==> src/rtl/uart_pkg.sv <==
`default_nettype none
// ============================================================================
// Module : uart_pkg
// Brief  : Shared UART types and elaboration helpers (receiver and future tx).
// Rev    : 1.0  initial release
// ============================================================================
package uart_pkg;

   typedef enum logic [2:0] {
      S_INIT   = 3'd0,
      S_IDLE   = 3'd1,
      S_START  = 3'd2,
      S_DATA   = 3'd3,
      S_PARITY = 3'd4,
      S_STOP   = 3'd5
   } rx_state_t;

   function automatic int clog2(input int value);
      int r;
      r = 0;
      for (int v = value - 1; v > 0; v = v >> 1) begin
         r++;
      end
      return r;
   endfunction

   // Clocks per oversample tick, never below one.
   function automatic int calc_div(input int clk_hz, input int baud, input int oversample);
      int d;
      d = clk_hz / (baud * oversample);
      return (d < 1) ? 1 : d;
   endfunction

endpackage
`default_nettype wire

==> src/rtl/uart_rx_fifo.sv <==
`default_nettype none
// ============================================================================
// Module : uart_rx_fifo
// Brief  : Synchronous first-word-fall-through FIFO for received UART words.
// Rev    : 1.0  initial release
// ============================================================================
module uart_rx_fifo
   import uart_pkg::*;
#(
   parameter int P_WIDTH = 8,
   parameter int P_DEPTH = 16
) (
   input  logic               CLK,
   input  logic               reset,
   input  logic [P_WIDTH-1:0] din,
   input  logic               wr_en,
   input  logic               rd_en,
   output logic [P_WIDTH-1:0] dout,
   output logic               full,
   output logic               empty
);

   localparam int             c_AW       = clog2(P_DEPTH);
   localparam logic [c_AW-1:0] c_PTR_ONE = c_AW'(1);
   localparam logic [c_AW:0]   c_CNT_ONE = (c_AW + 1)'(1);
   localparam logic [c_AW:0]   c_CNT_MAX = (c_AW + 1)'(P_DEPTH);

   logic [P_WIDTH-1:0] r_mem [P_DEPTH];
   logic [c_AW-1:0]    r_wptr;
   logic [c_AW-1:0]    r_rptr;
   logic [c_AW:0]      r_count;
   logic               w_do_wr;
   logic               w_do_rd;

   assign empty   = (r_count == '0);
   assign full    = (r_count == c_CNT_MAX);
   assign w_do_rd = rd_en & ~empty;
   // A write into a full FIFO is only legal when the head leaves in the same cycle.
   assign w_do_wr = wr_en & (~full | rd_en);
   assign dout    = empty ? '0 : r_mem[r_rptr];

   always_ff @(posedge CLK) begin
      if (w_do_wr) begin
         r_mem[r_wptr] <= din;
      end
   end

   always_ff @(posedge CLK) begin
      if (reset) begin
         r_wptr  <= '0;
         r_rptr  <= '0;
         r_count <= '0;
      end else begin
         if (w_do_wr) begin
            r_wptr <= r_wptr + c_PTR_ONE;
         end
         if (w_do_rd) begin
            r_rptr <= r_rptr + c_PTR_ONE;
         end
         case ({w_do_wr, w_do_rd})
            2'b10:   r_count <= r_count + c_CNT_ONE;
            2'b01:   r_count <= r_count - c_CNT_ONE;
            default: r_count <= r_count;
         endcase
      end
   end

endmodule
`default_nettype wire

==> src/rtl/uart_rx_multi.sv <==
`default_nettype none
// ============================================================================
// Module : uart_rx_multi
// Brief  : Oversampling UART receiver with word FIFO and sticky error flags.
//          Define UART_RX_PARITY_EN to insert the parity bit and parity_error.
// Rev    : 1.0  initial release
// ============================================================================
module uart_rx_multi
   import uart_pkg::*;
#(
   parameter int P_DATA_BITS  = 8,
   parameter int P_CLK_HZ     = 500000000,
   parameter int P_BAUD       = 9600,
   parameter int P_OVERSAMPLE = 16,
   parameter int P_FIFO_DEPTH = 16,
   parameter int P_IDLE_BITS  = 10,
   parameter int P_PARITY_ODD = 0
) (
   input  logic                   CLK,
   input  logic                   reset,
   input  logic                   serial_in,
   input  logic                   rd_en,
   input  logic                   clear_errors,
   output logic [P_DATA_BITS-1:0] data_out,
   output logic                   fifo_full,
   output logic                   fifo_empty,
   output logic                   frame_error,
   output logic                   overrun_error,
   output logic                   parity_error
);

   localparam int c_DIV        = calc_div(P_CLK_HZ, P_BAUD, P_OVERSAMPLE);
   localparam int c_DIV_W      = (clog2(c_DIV) < 1) ? 1 : clog2(c_DIV);
   localparam int c_IDLE_TICKS = P_IDLE_BITS * P_OVERSAMPLE;
   localparam int c_SC_W       = clog2(c_IDLE_TICKS + 1);
   localparam int c_BC_W       = (clog2(P_DATA_BITS) < 1) ? 1 : clog2(P_DATA_BITS);

   localparam logic [c_DIV_W-1:0] c_DIV_LAST  = c_DIV_W'(c_DIV - 1);
   localparam logic [c_DIV_W-1:0] c_DIV_ONE   = c_DIV_W'(1);
   localparam logic [c_SC_W-1:0]  c_IDLE_LAST = c_SC_W'(c_IDLE_TICKS - 1);
   localparam logic [c_SC_W-1:0]  c_HALF_LAST = c_SC_W'(P_OVERSAMPLE / 2 - 1);
   localparam logic [c_SC_W-1:0]  c_BIT_LAST  = c_SC_W'(P_OVERSAMPLE - 1);
   localparam logic [c_SC_W-1:0]  c_SC_ONE    = c_SC_W'(1);
   localparam logic [c_BC_W-1:0]  c_BC_LAST   = c_BC_W'(P_DATA_BITS - 1);
   localparam logic [c_BC_W-1:0]  c_BC_ONE    = c_BC_W'(1);
   localparam logic               c_PAR_ODD   = 1'(P_PARITY_ODD);

   logic [c_DIV_W-1:0]     r_div;
   logic                   w_tick;
   logic                   r_sync_meta;
   logic                   r_rx_s;
   rx_state_t              r_state;
   logic [c_SC_W-1:0]      r_sc;
   logic [c_BC_W-1:0]      r_bc;
   logic [P_DATA_BITS-1:0] r_shreg;
   logic                   r_par_bad;
   logic                   r_wr_en;
   logic                   r_frame_error;
   logic                   r_overrun_error;
`ifdef UART_RX_PARITY_EN
   logic                   r_parity_error;
`endif

   assign w_tick = (r_div == c_DIV_LAST);

   always_ff @(posedge CLK) begin
      if (reset) begin
         r_div <= '0;
      end else if (w_tick) begin
         r_div <= '0;
      end else begin
         r_div <= r_div + c_DIV_ONE;
      end
   end

   // Sync flops reset to the idle level so reset never looks like a start bit.
   always_ff @(posedge CLK) begin
      if (reset) begin
         r_sync_meta <= 1'b1;
         r_rx_s      <= 1'b1;
      end else begin
         r_sync_meta <= serial_in;
         r_rx_s      <= r_sync_meta;
      end
   end

   always_ff @(posedge CLK) begin
      if (reset) begin
         r_state         <= S_INIT;
         r_sc            <= '0;
         r_bc            <= '0;
         r_shreg         <= '0;
         r_par_bad       <= 1'b0;
         r_wr_en         <= 1'b0;
         r_frame_error   <= 1'b0;
         r_overrun_error <= 1'b0;
`ifdef UART_RX_PARITY_EN
         r_parity_error  <= 1'b0;
`endif
      end else begin
         r_wr_en <= 1'b0;
         // Clears come first so that a same-cycle set below takes priority.
         if (clear_errors) begin
            r_frame_error   <= 1'b0;
            r_overrun_error <= 1'b0;
`ifdef UART_RX_PARITY_EN
            r_parity_error  <= 1'b0;
`endif
         end
         if (r_wr_en && fifo_full && !rd_en) begin
            r_overrun_error <= 1'b1;
         end
         if (w_tick) begin
            case (r_state)
               S_INIT: begin
                  if (!r_rx_s) begin
                     r_sc <= '0;
                  end else if (r_sc == c_IDLE_LAST) begin
                     r_sc    <= '0;
                     r_state <= S_IDLE;
                  end else begin
                     r_sc <= r_sc + c_SC_ONE;
                  end
               end
               S_IDLE: begin
                  if (!r_rx_s) begin
                     r_sc    <= '0;
                     r_state <= S_START;
                  end
               end
               S_START: begin
                  if (r_sc == c_HALF_LAST) begin
                     r_sc <= '0;
                     if (r_rx_s) begin
                        r_state <= S_IDLE;
                     end else begin
                        r_bc      <= '0;
                        r_par_bad <= 1'b0;
                        r_state   <= S_DATA;
                     end
                  end else begin
                     r_sc <= r_sc + c_SC_ONE;
                  end
               end
               S_DATA: begin
                  if (r_sc == c_BIT_LAST) begin
                     r_sc    <= '0;
                     r_shreg <= {r_rx_s, r_shreg[P_DATA_BITS-1:1]};
                     if (r_bc == c_BC_LAST) begin
`ifdef UART_RX_PARITY_EN
                        r_state <= S_PARITY;
`else
                        r_state <= S_STOP;
`endif
                     end else begin
                        r_bc <= r_bc + c_BC_ONE;
                     end
                  end else begin
                     r_sc <= r_sc + c_SC_ONE;
                  end
               end
               S_PARITY: begin
                  if (r_sc == c_BIT_LAST) begin
                     r_sc      <= '0;
                     r_par_bad <= r_rx_s ^ (^r_shreg) ^ c_PAR_ODD;
                     r_state   <= S_STOP;
                  end else begin
                     r_sc <= r_sc + c_SC_ONE;
                  end
               end
               S_STOP: begin
                  if (r_sc == c_BIT_LAST) begin
                     r_sc <= '0;
`ifdef UART_RX_PARITY_EN
                     if (r_par_bad) begin
                        r_parity_error <= 1'b1;
                     end
`endif
                     if (r_rx_s) begin
                        r_wr_en <= ~r_par_bad;
                        r_state <= S_IDLE;
                     end else begin
                        r_frame_error <= 1'b1;
                        r_state       <= S_INIT;
                     end
                  end else begin
                     r_sc <= r_sc + c_SC_ONE;
                  end
               end
               default: begin
                  r_sc    <= '0;
                  r_state <= S_INIT;
               end
            endcase
         end
      end
   end

   assign frame_error   = r_frame_error;
   assign overrun_error = r_overrun_error;
`ifdef UART_RX_PARITY_EN
   assign parity_error  = r_parity_error;
`else
   assign parity_error  = 1'b0;
`endif

   uart_rx_fifo #(
      .P_WIDTH (P_DATA_BITS),
      .P_DEPTH (P_FIFO_DEPTH)
   ) u_fifo (
      .CLK   (CLK),
      .reset (reset),
      .din   (r_shreg),
      .wr_en (r_wr_en),
      .rd_en (rd_en),
      .dout  (data_out),
      .full  (fifo_full),
      .empty (fifo_empty)
   );

endmodule
`default_nettype wire

==> config.mk <==
export PLATFORM = sky130hd
export DESIGN_NAME = uart_rx_multi
export DESIGN_NICKNAME = d
export VERILOG_FILES = /design/src/rtl/uart_pkg.sv /design/src/rtl/uart_rx_fifo.sv /design/src/rtl/uart_rx_multi.sv
export SDC_FILE = /design/constraint.sdc
export NUM_CORES = 1
export LEC_CHECK = 0
export CAP_MARGIN = 20
export CORE_MARGIN = 2
export CORE_UTILIZATION = 60
export DETAILED_ROUTE_END_ITERATION = 6
export PLACE_DENSITY = 0.78
export SETUP_SLACK_MARGIN = 0.3
export SLEW_MARGIN = 20
export SYNTH_ARGS = -nofsm -noshare
export SYNTH_HDL_FRONTEND = slang
export SYNTH_SLANG_ARGS = --single-unit
==> constraint.sdc <==
create_clock -name CLK -period 4.27 [get_ports CLK]
set_input_delay 0.854 -clock CLK [delete_from_list [all_inputs] [get_ports CLK]]
set_output_delay 0.854 -clock CLK [all_outputs]
set_load 0.1 [all_outputs]
==> impl_metrics.toml <==
[sta]
relSlewSlack_pct = 35.2
min_period_ps = 3650
rsz0062_at_grt = "false"
finalSetupViolations = 0
tns_ps = 0
final_max_slew_viol_count = 0
fin_ws_ps = 619
tightestPinTransition_ps = 969
hold_viol_final = 0
max_clock_freq_mhz = 274
fin_skew_ps = 11.4
finalCritPeriodShare_pct = 85.5

[cells_and_area]
num-nets-final = 565
nFillCells = 891
layout_commonest_cell = "edfxtp_1"
multiInputGateArea_um2 = 2680
drive_gt1_share_pct = 18.4
finalCoreUtilization_pct = 68.4
regArea_um2 = 4990
syn2layout_area_growth_pct = 10.7
num_antenna_cells = 0
final_cell_mix = "128 x edfxtp_1, 61 x nor2_1, 56 x dfxtp_1"

[global_route]
grt_pass1_wl_um = 23600
grt_pass1_vias = 4490
use_met1_pct = 28.5
grtUsageTotal_pct = 22.4
use_met3_pct = 5.50
grt_start_max_net_pins = 33
use_met2_pct = 37.4
antenna_found_initial = 0
grt.busiest_layer = "met2"
overflow = 0

[power_and_ir_drop]
powerDensity_nw_per_um2 = 392
p_leak_nw = 2.88
power_w = 0.00340
peakVddDrop_mv = 0.257

[detailed_routing]
routed_via_density = 5.97
antenna_left = 0
drt-total-wl_um = 14500
vias = 4366
drc = 0
wl_per_cell_um = 19.9
drt_iter0_markers = 322
drtPass1Iterations = 5

[synth]
avgSynthCellArea_um2 = 14.7
syn-num-nets = 550
postSynthCellCount = 531
synth_flop_cell = "edfxtp_1"
ys_seq_elements = 185
synth_cell_types = 60
yosys.area_share.adder_pct = 2.24
yosysTopAreaCell = "edfxtp_1"
yosysWarnings = 0
synth-edff-count = 128
ys_top_cells_by_area = "edfxtp_1 49%, dfxtp_1 15%, mux4_2 12%"
synth_simple_gate_area_share_pct = 11.3
synth_top_area_share_pct = 49.1
syn_area_um2 = 7830
synth-xor-area-share_pct = 3.76
synth_compound_area_share_pct = 3.68
async_flop_share_pct = 0
synth_top_family_by_area = "multiplexers"
synth.area.mux_share_pct = 13.2
synth_sequential_area_ratio_pct = 63.7

[clock_tree]
ctsHoldBuffers = 0
cts_buffers = 17
clk_latency_ps = 430
clockBufferDepth = 2
postCtsSetupRepairBufs = 0
cts_tree = "done"
cts_max_level = 4
clock_sinks = 185
clk_pin_slew_worst_paths_ps = 70
cts-root-buf = "clkbuf_16"
ctsResizeCount = 0

[worst_setup_path]
cp.arrival_ps = 2800
critPathKind = "register to output pin"
worstPathRequired_ps = 3420
critPathLaunchType = "register"
cp-end-kind = "output pin"
cp_max_fo = 32

[placement]
place.gp.congestion = 0.851
preCtsSetupSlack_ps = 487
port_buffers = 16
dp_hpwl_um = 9360

[hold_path]
worstHoldPathType = "register to register"

[die]
initial_core_util_pct = 61.8
coreArea_um2 = 12700
die_area_um2 = 14000
fp-row-count = 41
die_y_um = 118
die-width_um = 118
ioPinCount = 18

[run]
max-cap-violations = 0

[outcome]
outcome = "finished clean"
[layout make-up]
type | count | area share (%)
clock inverters | 15 | 1.44
inverters | 10 | 0.433
multi-input cells | 308 | 30.9
repair buffers | 24 | 2.25
well taps | 172 | 2.48
clock buffers | 17 | 4.91
flip-flops and latches | 185 | 57.5
[per-layer routing]
layer / routed length, um / up-vias / share of wire, %
li1: - / 2037 / -
met1: 6090 / 2164 / 42
met2: 7400 / 146 / 51
met3: 817 / 19 / 5.6
met4: 237 / 0 / 1.6
met5: 0 / - / 0
[stage by stage]
stage / cells / cell area, um2 / hold slack, ps
global route: 731 / 8670 / 426
CTS: 731 / 8670 / 419
floorplan: 531 / 7830 / 389
detailed placement: 699 / 8120 / 403
global placement: 699 / 8120 / 392
finish: 731 / 8670 / 420
[kinds of logic after synthesis]
group,count (synthesis)
AOI/OAI and AO/OA,42
and+or+nand+nor,166
DFF,185
xor gates and xnor gates,32
adders and majority gates,14
other,1
buffers and inverters,38
muxes,53
[path summary, 6_finish.rpt]
path              depth (start not counted)               from  slack [ps]                 to
hold reg to reg                           1        r_sync_meta         420             r_rx_s
setup reg to reg                         12  u_fifo.r_count[1]         950  u_fifo.r_count[4]
hold / removal                            1        r_sync_meta         420             r_rx_s
setup / recovery                          5           register         620        data_out[4]
[where the power goes]
| group | switching (W) | internal [W] |
|---|---|---|
| clock network | 0.000667 | 0.000802 |
| logic | 0.0000176 | 0.0000101 |
| registers | 0.00000370 | 0.00189 |
[flip-flops by register name, indices dropped and copies added, names as in the netlist, 3 cells and up, named ones only]
| register | count |
|---|---|
| r_shreg | 8 |
| u_fifo.r_wptr | 4 |
| u_fifo.r_count | 5 |
| r_bc | 3 |
| r_sc | 8 |
| u_fifo.r_mem | 128 |
| u_fifo.r_rptr | 4 |
| r_state | 3 |
| r_div | 12 |
[worst max-delay path, stage by stage (launching register included)]
cell and delay, ps:
dfxtp_2 310, buf_4 500, mux4_2 630, mux4_2 490, nor2b_1 150, buf_4 250
[cell usage after synthesis, types with 2 or more instances]
cell type  count
a211o_1        2
a21o_1         3
a21oi_1       17
a31oi_1        3
a32oi_1        2
and2_1         2
and3_1         3
buf_1          4
buf_2          3
buf_4          2
clkbuf_1      18
dfxtp_1       57
edfxtp_1     128
ha_1          14
inv_1         10
mux2i_1       12
mux4_2        40
nand2_1       22
nand2b_1      10
nand3_1       11
nand3b_1       3
nand4_1        9
nand4b_1       2
nor2_1        61
nor2b_1        9
nor3_1         7
nor3b_1        2
nor4_1         3
nor4bb_1       2
o21ai_0        4
or2_2          4
or3_1          5
xnor2_1       11
xor2_1        20
Power figures use the tool's default switching activity.
